===== config.mk =====
export PLATFORM = sky130hd
export DESIGN_NAME = dwa_scrambler_flat
export DESIGN_NICKNAME = d
export VERILOG_FILES = /design/src/rtl/dac_pkg.sv /design/src/rtl/dwa_scrambler_if.sv /design/src/rtl/dwa_rotator.sv /design/src/rtl/dwa_scrambler.sv /design/src/flat_wrapper.sv
export SDC_FILE = /design/constraint.sdc
export NUM_CORES = 1
export LEC_CHECK = 0
export ABC_AREA = 1
export BUFFER_PORTS_ARGS = -buffer_cell sky130_fd_sc_hd__clkbuf_2
export CORE_MARGIN = 1.5
export CORE_UTILIZATION = 60
export DETAILED_ROUTE_END_ITERATION = 7
export GPL_ROUTABILITY_DRIVEN = 0
export GPL_TIMING_DRIVEN = 0
export PLACE_DENSITY = 0.82
export SETUP_SLACK_MARGIN = 0.1
export SKIP_CTS_REPAIR_TIMING = 1
export SLEW_MARGIN = 20
export SYNTH_ARGS = -nofsm -noshare
export SYNTH_HDL_FRONTEND = slang
export SYNTH_SLANG_ARGS = --single-unit

===== constraint.sdc =====
create_clock -name clk -period 1.8 [get_ports clk]
set_input_delay 0 -clock clk [delete_from_list [all_inputs] [get_ports clk]]
set_output_delay 0 -clock clk [all_outputs]
set_load 0.05 [all_outputs]

===== src/rtl/dac_pkg.sv =====
// Shared definitions for the DAC decoder back end.
//   N_ELEM_DEFAULT : default number of unit elements (thermometer width)
//   MAX_W          : widest thermometer code the helper functions accept
//   mode_e         : per-sample operating mode latched with the sample
//   ptr_width()    : width of the DWA rotation pointer for a given element count
//   popcount()     : number of ones in a (zero-extended) code
//   is_therm()     : true when a code is a legal thermometer code of a given weight
package dac_pkg;

    localparam int unsigned N_ELEM_DEFAULT = 8;
    localparam int unsigned MAX_W          = 64;

    typedef logic [MAX_W-1:0] wide_t;

    typedef enum logic {
        ModeBypass = 1'b0,
        ModeDwa    = 1'b1
    } mode_e;

    function automatic int unsigned ptr_width(input int unsigned n);
        return (n > 1) ? $clog2(n) : 1;
    endfunction

    function automatic int unsigned popcount(input wide_t v);
        int unsigned n;
        n = 0;
        for (int i = 0; i < int'(MAX_W); i++) begin
            if (v[i]) n++;
        end
        return n;
    endfunction

    // A legal code has exactly its low 'cnt' bits set. At cnt == MAX_W the shift
    // yields zero, and zero minus one is all ones, which is still the right mask.
    function automatic logic is_therm(input wide_t v, input int unsigned cnt);
        wide_t mask;
        mask = (wide_t'(1) << cnt) - wide_t'(1);
        return v == mask;
    endfunction

endpackage


===== src/rtl/dwa_scrambler_if.sv =====
// Sample/element bus between the thermometer decoder, the DWA scrambler and the
// DAC switch drivers.
//   en          : 1 = DWA rotation, 0 = bypass (qualified by therm_valid)
//   therm_valid : therm_in is valid this cycle (no backpressure)
//   therm_in    : thermometer code, ones contiguous from bit 0
//   elem_out    : registered unit-element enables
//   elem_valid  : elem_out updated this cycle
//   ptr_out     : rotation pointer (next start element)
//   therm_err   : the sample now on elem_out was not a legal thermometer code
// master: the side producing codes and consuming element enables.
// slave : the scrambler.
interface dwa_scrambler_if
    import dac_pkg::*;
#(
    parameter int unsigned N_ELEM = N_ELEM_DEFAULT
) ();

    localparam int unsigned PTR_W = ptr_width(N_ELEM);

    logic              en;
    logic              therm_valid;
    logic [N_ELEM-1:0] therm_in;
    logic [N_ELEM-1:0] elem_out;
    logic              elem_valid;
    logic [PTR_W-1:0]  ptr_out;
    logic              therm_err;

    modport master (
        output en,
        output therm_valid,
        output therm_in,
        input  elem_out,
        input  elem_valid,
        input  ptr_out,
        input  therm_err
    );

    modport slave (
        input  en,
        input  therm_valid,
        input  therm_in,
        output elem_out,
        output elem_valid,
        output ptr_out,
        output therm_err
    );

endinterface


===== src/rtl/dwa_rotator.sv =====
// Combinational DWA element selector.
//   count   : number of elements to enable, 0..N_ELEM
//   ptr     : first element to enable
//   mask    : unrotated selection, low 'count' bits set
//   rotated : mask rotated left by ptr, wrapping bit N_ELEM-1 to bit 0
module dwa_rotator
    import dac_pkg::*;
#(
    parameter int unsigned N_ELEM = N_ELEM_DEFAULT
) (
    input  logic [$clog2(N_ELEM+1)-1:0]  count,
    input  logic [ptr_width(N_ELEM)-1:0] ptr,
    output logic [N_ELEM-1:0]            mask,
    output logic [N_ELEM-1:0]            rotated
);

    localparam int unsigned PTR_W = ptr_width(N_ELEM);

    always_comb begin
        mask    = '0;
        rotated = '0;
        for (int i = 0; i < int'(N_ELEM); i++) begin
            mask[i] = (i < int'(count));
        end
        // Element i is fed from mask bit (i - ptr); the PTR_W-bit subtraction
        // gives the modulo-N_ELEM wrap for free since N_ELEM is a power of two.
        for (int i = 0; i < int'(N_ELEM); i++) begin
            rotated[i] = mask[PTR_W'(i) - ptr];
        end
    end

endmodule


===== src/rtl/dwa_scrambler.sv =====
// Data-weighted-averaging scrambler: maps each thermometer sample onto the next
// free unit elements so element mismatch is first-order noise-shaped.
//   clk   : system clock, rising edge
//   rst_n : asynchronous active-low reset
//   bus   : dwa_scrambler_if slave (codes in, element enables/pointer/error out)
// Stage 1 latches popcount, legality and mode of each valid sample; stage 2
// drives elem_out and advances the pointer. Latency two edges, one sample/cycle.
// N_ELEM must match the interface instance and be a power of two, >= 4.
module dwa_scrambler
    import dac_pkg::*;
#(
    parameter int unsigned N_ELEM = N_ELEM_DEFAULT
) (
    input logic          clk,
    input logic          rst_n,
    dwa_scrambler_if.slave bus
);

    localparam int unsigned PTR_W = ptr_width(N_ELEM);
    localparam int unsigned CNT_W = $clog2(N_ELEM + 1);

    // Stage 1 ---------------------------------------------------------------
    wide_t              therm_wide;
    int unsigned        in_ones;
    logic               s1_valid_d, s1_valid_q;
    logic [CNT_W-1:0]   s1_count_d, s1_count_q;
    logic               s1_legal_d, s1_legal_q;
    mode_e              s1_mode_d,  s1_mode_q;

    assign therm_wide = wide_t'(bus.therm_in);
    assign in_ones    = popcount(therm_wide);

    always_comb begin
        s1_valid_d = bus.therm_valid;
        s1_count_d = s1_count_q;
        s1_legal_d = s1_legal_q;
        s1_mode_d  = s1_mode_q;
        if (bus.therm_valid) begin
            // Illegal codes still use their popcount so element usage tracks
            // the number of ones actually presented.
            s1_count_d = CNT_W'(in_ones);
            s1_legal_d = is_therm(therm_wide, in_ones);
            s1_mode_d  = bus.en ? ModeDwa : ModeBypass;
        end
    end

    always_ff @(posedge clk or negedge rst_n) begin
        if (!rst_n) begin
            s1_valid_q <= 1'b0;
            s1_count_q <= '0;
            s1_legal_q <= 1'b1;
            s1_mode_q  <= ModeBypass;
        end else begin
            s1_valid_q <= s1_valid_d;
            s1_count_q <= s1_count_d;
            s1_legal_q <= s1_legal_d;
            s1_mode_q  <= s1_mode_d;
        end
    end

    // Stage 2 ---------------------------------------------------------------
    logic [N_ELEM-1:0]  mask;
    logic [N_ELEM-1:0]  rotated;
    logic [N_ELEM-1:0]  elem_d,       elem_q;
    logic [PTR_W-1:0]   ptr_d,        ptr_q;
    logic               elem_valid_d, elem_valid_q;
    logic               therm_err_d,  therm_err_q;

    dwa_rotator #(
        .N_ELEM (N_ELEM)
    ) u_rotator (
        .count   (s1_count_q),
        .ptr     (ptr_q),
        .mask    (mask),
        .rotated (rotated)
    );

    always_comb begin
        elem_d       = elem_q;
        ptr_d        = ptr_q;
        elem_valid_d = s1_valid_q;
        therm_err_d  = s1_valid_q & ~s1_legal_q;
        if (s1_valid_q) begin
            unique case (s1_mode_q)
                ModeDwa: begin
                    elem_d = rotated;
                    // count == N_ELEM truncates to 0, leaving ptr unchanged.
                    ptr_d  = ptr_q + PTR_W'(s1_count_q);
                end
                ModeBypass: begin
                    // Parking ptr at 0 makes the next DWA sample restart rotation.
                    elem_d = mask;
                    ptr_d  = '0;
                end
            endcase
        end
    end

    always_ff @(posedge clk or negedge rst_n) begin
        if (!rst_n) begin
            elem_q       <= '0;
            ptr_q        <= '0;
            elem_valid_q <= 1'b0;
            therm_err_q  <= 1'b0;
        end else begin
            elem_q       <= elem_d;
            ptr_q        <= ptr_d;
            elem_valid_q <= elem_valid_d;
            therm_err_q  <= therm_err_d;
        end
    end

    assign bus.elem_out   = elem_q;
    assign bus.ptr_out    = ptr_q;
    assign bus.elem_valid = elem_valid_q;
    assign bus.therm_err  = therm_err_q;

endmodule


===== src/flat_wrapper.sv =====
// flat-port wrapper written by rule: the top's interface ports become plain ports
module dwa_scrambler_flat import dac_pkg::*;
#(
    parameter int unsigned N_ELEM = N_ELEM_DEFAULT
)
  (clk, rst_n, bus_en, bus_therm_valid, bus_therm_in, bus_elem_out, bus_elem_valid, bus_ptr_out, bus_therm_err);
  dwa_scrambler_if #(.N_ELEM(N_ELEM)) bus_i ();
  input logic clk;
  input logic rst_n;
  input wire logic [$bits(bus_i.en)-1:0] bus_en;
  input wire logic [$bits(bus_i.therm_valid)-1:0] bus_therm_valid;
  input wire logic [$bits(bus_i.therm_in)-1:0] bus_therm_in;
  output wire logic [$bits(bus_i.elem_out)-1:0] bus_elem_out;
  output wire logic [$bits(bus_i.elem_valid)-1:0] bus_elem_valid;
  output wire logic [$bits(bus_i.ptr_out)-1:0] bus_ptr_out;
  output wire logic [$bits(bus_i.therm_err)-1:0] bus_therm_err;
  assign bus_i.en = bus_en;
  assign bus_i.therm_valid = bus_therm_valid;
  assign bus_i.therm_in = bus_therm_in;
  assign bus_elem_out = bus_i.elem_out;
  assign bus_elem_valid = bus_i.elem_valid;
  assign bus_ptr_out = bus_i.ptr_out;
  assign bus_therm_err = bus_i.therm_err;
  dwa_scrambler #(.N_ELEM(N_ELEM)) u_core (.clk(clk), .rst_n(rst_n), .bus(bus_i));
endmodule

==> results of run 1 <==
[area by class of cell]
cell class	count	area, um^2
multi-input cells	326	2100
repair buffers	66	520
flip-flops and latches	20	512
fillers	198	463
inverters	57	244
well taps	50	62.6
plain buffers	5	53.8
clock buffers	3	41.3
clock inverters	1	30.0
[registers in the layout (all words and copies together) (netlist names)]
signal                 flops
u_core.s1_mode_q           1
u_core.bus.ptr_out         3
u_core.bus.therm_err       1
u_core.s1_count_q          4
u_core.s1_legal_q          1
u_core.bus.elem_valid      1
u_core.bus.elem_out        8
u_core.elem_valid_d        1
[final timing paths]
kind	cells after the start	end	slack, ps	from
max	37	u_core.s1_legal_q	-2410	bus_therm_in[1]
min	2	u_core.bus.elem_out[0]	200	rst_n
max in group asynchronous	2	u_core.bus.ptr_out[1]	1210	rst_n
min in group clk	6	u_core.s1_legal_q	210	bus_therm_in[5]
min reg2reg	2	u_core.s1_legal_q	480	u_core.s1_legal_q
max reg2reg	9	u_core.bus.elem_out[6]	30	u_core.s1_count_q[2]
[cell families after synthesis]
| kind of cell | count (synthesis) | synth area share, % |
|---|---|---|
| buffers and inverters | 63 | 9.88 |
| adder cells (fa/ha/maj) | 13 | 6.68 |
| XOR/XNOR | 7 | 3.15 |
| AND/OR/NAND/NOR | 253 | 48.3 |
| AO/OA/AOI/OAI | 53 | 12.3 |
| flip-flops | 20 | 19.7 |
[power breakdown]
part | total, mW | internal [mW] | switching, mW
sequential | 0.701 | 0.562 | 0.139
combinational | 2.97 | 1.14 | 1.83
clock | 0.487 | 0.298 | 0.188
total | 4.16 | 2.00 | 2.15
[metal layers]
layer	vias up	global-route usage, %
li1	1458	-
met1	1427	30.7
met2	210	56.2
met3	67	3.29
met4	0	18.3
met5	-	0
[per-stage QoR]
| stage | total power [mW] | setup TNS [ps] |
|---|---|---|
| after global placement | 2.81 | -7640 |
| after floorplan | 2.44 | -5610 |
| final | 4.16 | -6650 |
| after detailed placement | 2.89 | -8160 |
| after CTS | 3.36 | -7230 |
| after global routing | 4.41 | -7460 |
[layout by cell type (no fill, tap or decap), drive strengths merged]
cell type,Yosys,final
a31oi,4,4
nand3b,1,1
dfstp,1,1
nand2,143,143
a21oi,11,11
nand4,5,5
o2111ai,1,1
ha,12,12
buf,2,44
o31ai,1,1
clkbuf,4,27
o22ai,1,1
xor2,4,4
xnor2,3,3
or2,2,2
nor2,48,48
dfrtp,19,19
inv,57,57
dlygate4sd3,0,3
nor3,1,1
nand3,53,53
bufinv,0,1
fa,1,1
o211ai,1,1
o32a,1,1
o21ai,29,29
o21bai,4,4
[worst reg2reg max path, cell delays in order, from the launching register on]
cell      delay (ps)
dfrtp_2          470
nor2_4           150
inv_1            120
nor2_2           130
o21ai_1          120
nand2_1          100
nand2_1           90
o21ai_1          170
o21bai_1         170
a31oi_1          110
==> summary.txt, run 1 <==
Layout
  – Final core occ: about nine tenths
  – Design Area, Final: around 3600 um^2
  – Nets: about 500
  – Area Overhead vs Synth: 40.0%
  – Ratio of cells with drive above 1 in the final layout: roughly two fifths
  – Ant. Diodes: 0
  – Count of non-filler cells in the finished layout: about 530

Clocking
  – CTS tree: yes
  – Clk slew on worst S/H paths: 80 ps
  – CTS buffer count: 3
  – Clock latency on the worst-skew pair: approximately 290 ps
  – TritonCTS Sinks: 20
  – CTS Buffer Depth: 2
  – H-tree lvl count: 1
  – Clk root buf: clkbuf_8

Setup path
  – CP most frequent cell: nand2_4
  – Critical Path RT: about 2000 ps
  – Critical Path AT: approximately 4500 ps
  – Largest delay share family, worst path: simple AND/OR/NAND/NOR gates
  – Worst-path maximum fanout: 6
  – Critical path's slowest cell: ha_4
  – CP Capture Type: flop
  – Startpoint types: input port
  – Critical Path Max Stage Delay: ~290 ps
  – Worst Path Buf+Inv: 5
  – Crit Path Category: input port to flop

Floorplan
  – Core area: 4030 um^2
  – Initial Utilization: a little over three fifths
  – Die H: 68.1 um
  – Io pins: 25
  – Number of cell rows: 23
  – Die width: just under 70 um
  – Die area: between 4000 and 5000 um^2

Placement
  – Detailed Place HPWL: 5.08 mm
  – Placed Area: 2870 um^2
  – Setup Slack @ Placement: -3070 ps
  – Port buffer count: 24
  – Placed Instances: roughly 480

Synth
  – Top cells by count, synth: 117 x nand2_1, 52 x inv_1, 42 x nand3_1
  – Yosys top cell area share: a little under a fifth
  – Count of different cell masters after synthesis: 34
  – Cell count after synthesis: between 400 and 500
  – Top-count cell post-synth: nand2_1
  – Synthesized area per cell: 6.23 um^2
  – Yosys warning count: 0
  – Synth async-reset ratio: 100%
  – Dominant cells by area after synthesis: dfrtp_1 19%, nand2_1 17%, nand3_1 8.3%
  – Mapped Nets: roughly 430
  – Synth area leader: dfrtp_1
  – Most used DFF post-synth: dfrtp_1
  – Sequential area share after synthesis: 19.7%
  – Synthesized flop and latch total: 20
  – EDFF count, synth: 0
  – Synthesized area: between 2000 and 3000 um^2

Drt
  – Post-Route M1 WL: about 3 mm
  – Met3 Routed Length: approximately 550 um
  – DR pass1 iterations: 8
  – Routed Wire Length: roughly 8.5 mm
  – Post-DRT Antenna Nets: 0
  – # DRC: 1
  – DR iter-0 viols: just over 400
  – Vias per cell: approximately 6
  – Metal2 WL: 4.44 mm
  – Drt wl/cell: between 15 and 20 um
  – Top sig layer: met4
  – Via count: approximately 3,200

Global route
  – Vias in the first global route: roughly 2,600
  – GR Util All Layers: 29.6%
  – GRT overflow: 0
  – Antenna violations before repair: 0
  – First-pass GRT wire length: about 11 mm
  – Largest net degree at the start of global routing: 21

Pwr
  – Leak: ~1.8 nW
  – VDD IR-drop max: between 0.5 and 0.6 mV
  – Pwr/cell area: roughly 1200 nW/um^2

STA
  – Max-slew headroom: 65.9%
  – Final Hold Viols: 0
  – Layout Skew: about 4.8 ps
  – Fin worst setup slack: -2410 ps
  – Final hold slack: roughly 200 ps
  – # setup viols final: 4
  – Tmin final: between 4000 and 5000 ps
  – Peak Freq: around 240 MHz
  – Final period utilization: 234%
  – Final Max Tran Viols: 0
  – Slew @ Worst Pin: between 500 and 600 ps
  – RSZ-0062 raised after global routing: yes

Run status
  – Status: finished, violations left
  – Failing checks: DRC, setup timing

Hold path
  – Class of the worst hold path: input port to async pin

Job
  – Max-Cap Viols: 0
(Power assumes the default switching activity.)
==> inputs of run 2 (changes only) <==
--- a/config.mk
+++ b/config.mk
@@ -5,14 +5,13 @@
 export SDC_FILE = /design/constraint.sdc
 export NUM_CORES = 1
 export LEC_CHECK = 0
-export ABC_AREA = 1
 export BUFFER_PORTS_ARGS = -buffer_cell sky130_fd_sc_hd__clkbuf_2
 export CORE_MARGIN = 1.5
-export CORE_UTILIZATION = 60
+export CORE_UTILIZATION = 59
 export DETAILED_ROUTE_END_ITERATION = 7
 export GPL_ROUTABILITY_DRIVEN = 0
 export GPL_TIMING_DRIVEN = 0
-export PLACE_DENSITY = 0.82
+export PLACE_DENSITY = 0.81
 export SETUP_SLACK_MARGIN = 0.1
 export SKIP_CTS_REPAIR_TIMING = 1
 export SLEW_MARGIN = 20
==> summary.txt, run 2 <==
Placement
  – Setup Slack @ Placement: -3550 ps (was -3070 ps)
  – Detailed Place HPWL: 3.79 mm (was 5.08 mm)
  – Port buffer count: 19 (was 24)

Layout
  – Fillers: 175 (was 198)
  – Area Overhead vs Synth: 45.4% (was 40.0%)
  – Most frequent cells in the layout: 32 x buf_4, 26 x nand2_1, 22 x nor2_1 (was 103 x nand2_1, 44 x inv_1, 39 x nand3_1)
  – Max FFs per register: 8 (unchanged)
  – Commonest non-fill, non-tap cell in the layout: buf_4 (was nand2_1)
  – Nets: 364 (was 504)
  – Ant. Diodes: 0 (unchanged)
  – Ratio of cells with drive above 1 in the final layout: 42.0% (was 38.7%)

STA
  – Fin worst setup slack: -3010 ps (was -2410 ps)
  – Final Hold Viols: 0 (unchanged)
  – Post-route setup TNS: -8160 ps (was -6650 ps)
  – Final hold slack: 229 ps (was 205 ps)
  – Max-slew headroom: 54.2% (was 65.9%)
  – Final Max Tran Viols: 0 (unchanged)
  – Peak Freq: 208 MHz (was 237 MHz)
  – # setup viols final: 6 (was 4)
  – RSZ-0062 raised after global routing: yes (unchanged)
  – Tmin final: 4810 ps (was 4210 ps)
  – Final period utilization: 267% (was 234%)
  – Slew @ Worst Pin: 688 ps (was 512 ps)
  – Layout Skew: 4.84 ps (was 4.77 ps)

Synth
  – Synthesized area per cell: 8.08 um^2 (was 6.23 um^2)
  – EDFF count, synth: 0 (unchanged)
  – Synthesized area: 2210 um^2 (was 2550 um^2)
  – Yosys warning count: 0 (unchanged)
  – Top cells by count, synth: 34 x nand2_1, 26 x nor2_1, 21 x a21oi_1 (was 117 x nand2_1, 52 x inv_1, 42 x nand3_1)
  – Synth async-reset ratio: 100% (unchanged)
  – Sequential area share after synthesis: 22.7% (was 19.7%)
  – Mapped Nets: 298 (was 434)
  – Synth area leader: dfrtp_1 (unchanged)
  – Count of different cell masters after synthesis: 59 (was 34)
  – Yosys top cell area share: 21.5% (was 18.7%)
  – Top-count cell post-synth: nand2_1 (unchanged)
  – Synthesized flop and latch total: 20 (unchanged)
  – Cell count after synthesis: 273 (was 409)
  – Most used DFF post-synth: dfrtp_1 (unchanged)
  – Dominant cells by area after synthesis: dfrtp_1 22%, ha_1 6.8%, nand2_1 5.8% (was dfrtp_1 19%, nand2_1 17%, nand3_1 8.3%)

Clocking
  – Clk root buf: clkbuf_8 (unchanged)
  – Clock latency on the worst-skew pair: 270 ps (was 290 ps)
  – Clk slew on worst S/H paths: 80 ps (about the same)
  – CTS Buffer Depth: 2 (unchanged)
  – TritonCTS Sinks: 20 (unchanged)
  – CTS buffer count: 3 (unchanged)
  – CTS tree: yes (unchanged)
  – H-tree lvl count: 1 (unchanged)

Pwr
  – VDD IR-drop max: 0.973 mV (was 0.534 mV)
  – Total design power: 5.34 mW (was 4.16 mW)
  – Leak: 1.36 nW (was 1.83 nW)
  – Pwr/cell area: 1660 nW/um^2 (was 1170 nW/um^2)

Run status
  – Status: finished, violations left (unchanged)
  – Failing checks: setup timing (was DRC, setup timing)

Setup path
  – Worst r2r path cells: 7 (was 9)
  – Reg2reg setup slack: -30 ps (was 30 ps)
  – Critical Path AT: 4990 ps (was 4450 ps)
  – Worst reg2reg startpoint: u_core.bus.ptr_out[1] (was u_core.s1_count_q[2])
  – Worst r2r dst: u_core.bus.elem_out[4] (was u_core.bus.elem_out[6])
  – Critical Path Max Stage Delay: 500 ps (was 290 ps)
  – Startpoint types: input port (unchanged)
  – Crit Path Category: input port to flop (unchanged)
  – Critical Path RT: 1980 ps (was 2030 ps)
  – CP Capture Type: flop (unchanged)
  – Worst-path maximum fanout: 9 (was 6)
  – CP most frequent cell: nand2_2 (was nand2_4)
  – Critical path's slowest cell: or4_1 (was ha_4)

Global route
  – Largest net degree at the start of global routing: 21 (unchanged)
  – GRT overflow: 0 (unchanged)
  – Vias in the first global route: 1,941 (was 2,567)
  – GR Util All Layers: 26.2% (was 29.6%)
  – First-pass GRT wire length: 8.62 mm (was 10.6 mm)
  – Antenna violations before repair: 0 (unchanged)

Floorplan
  – Die H: 64.2 um (was 68.1 um)
  – Core area: 3630 um^2 (was 4030 um^2)
  – Die width: 64.2 um (was 68.1 um)
  – Number of cell rows: 22 (was 23)
  – Initial Utilization: 60.7% (was 63.2%)
  – Io pins: 25 (unchanged)
  – Die area: 4120 um^2 (was 4640 um^2)

Drt
  – Vias per cell: 6.57 (was 5.99)
  – DR iter-0 viols: 347 (was 403)
  – DR pass1 iterations: 5 (was 8)
  – Drt wl/cell: 21.2 um (was 16.2 um)
  – Via count: 2,536 (was 3,162)
  – # DRC: 0 (was 1)
  – Post-DRT Antenna Nets: 0 (unchanged)
  – Routed Wire Length: 8.19 mm (was 8.53 mm)

Job
  – Max-Cap Viols: 0 (unchanged)

Hold path
  – Class of the worst hold path: input port to async pin (unchanged)
==> run 2: changes by cell type in the layout (fill, tap and decap cells not counted), sizes merged, moves of 4 or more <==
cell    previous run  this run
nand2            143        35
a31oi              4         8
clkbuf            27        31
a211oi             0         4
inv               57        14
a21oi             11        21
o21ai             29        19
nand3             53        12
nor2              48        26
xor2               4         8
xnor2              3        15
maj3               0         8
==> run 2: cells by family after synthesis <==
kind of cell | count (synthesis) | share of synthesized area, %
flops | 20 | 22.7
xor+xnor | 26 | 14.2
compound gates | 73 | 21.9
simple gates | 99 | 22.6
mux | 4 | 1.87
fa+ha+maj | 21 | 11.3
buf+inv | 30 | 5.39
==> run 2: area by class of cell <==
type / count / area [um^2] / area share (%)
clock buffers: 3 / 41.3 / 1.29
inverters: 14 / 75.1 / 2.34
repair buffers: 62 / 489 / 15.2
flip-flops and latches: 20 / 509 / 15.9
plain buffers: 15 / 77.6 / 2.42
multi-input cells: 223 / 1930 / 60.0
well taps: 48 / 60.1 / 1.87
clock inverters: 1 / 30.0 / 0.936
==> run 2: stage by stage <==
stage | std cells | utilization (%) | cell area, um^2
global placement | 340 | 68.4 | 2490
detailed placement | 340 | 68.4 | 2490
global route | 386 | 88.3 | 3210
CTS | 344 | 70.4 | 2560
floorplan | 273 | - | 2330
finish | 386 | 88.3 | 3210
==> run 2: where the power goes <==
group	leakage [nW]	switching [mW]	internal (mW)
combinational	1.09	2.38	1.74
clock	0.0357	0.166	0.297
sequential	0.229	0.153	0.608
==> run 2: worst max-delay path by stage <==
stage / start / endpoint / slack, ps / depth (start not counted)
global placement: bus_therm_in[0] / u_core.s1_legal_q / -3420 / 30
detailed placement: bus_therm_in[0] / u_core.s1_legal_q / -3550 / 30
global route: bus_therm_in[0] / u_core.s1_legal_q / -3190 / 29
CTS: bus_therm_in[0] / u_core.s1_legal_q / -3280 / 30
finish: bus_therm_in[0] / u_core.s1_legal_q / -3010 / 27
floorplan: bus_therm_in[0] / u_core.s1_legal_q / -2720 / 29
==> run 2: worst max-delay path: cells and delay by family <==
family / cells / cell delay, ps
fa+ha+maj: 7 / 1780
buf+inv: 3 / 290
compound gates: 4 / 820
simple gates: 13 / 2080
==> run 2: layer usage <==
metal | wire length, um | vias to the layer above | global-route usage, %
met1 | 2890 | 1175 | 30.2
met3 | 548 | 61 | 1.41
met4 | 617 | 0 | 12.2
li1 | - | 1106 | -
met2 | 4140 | 194 | 49.2
met5 | 0 | - | 0
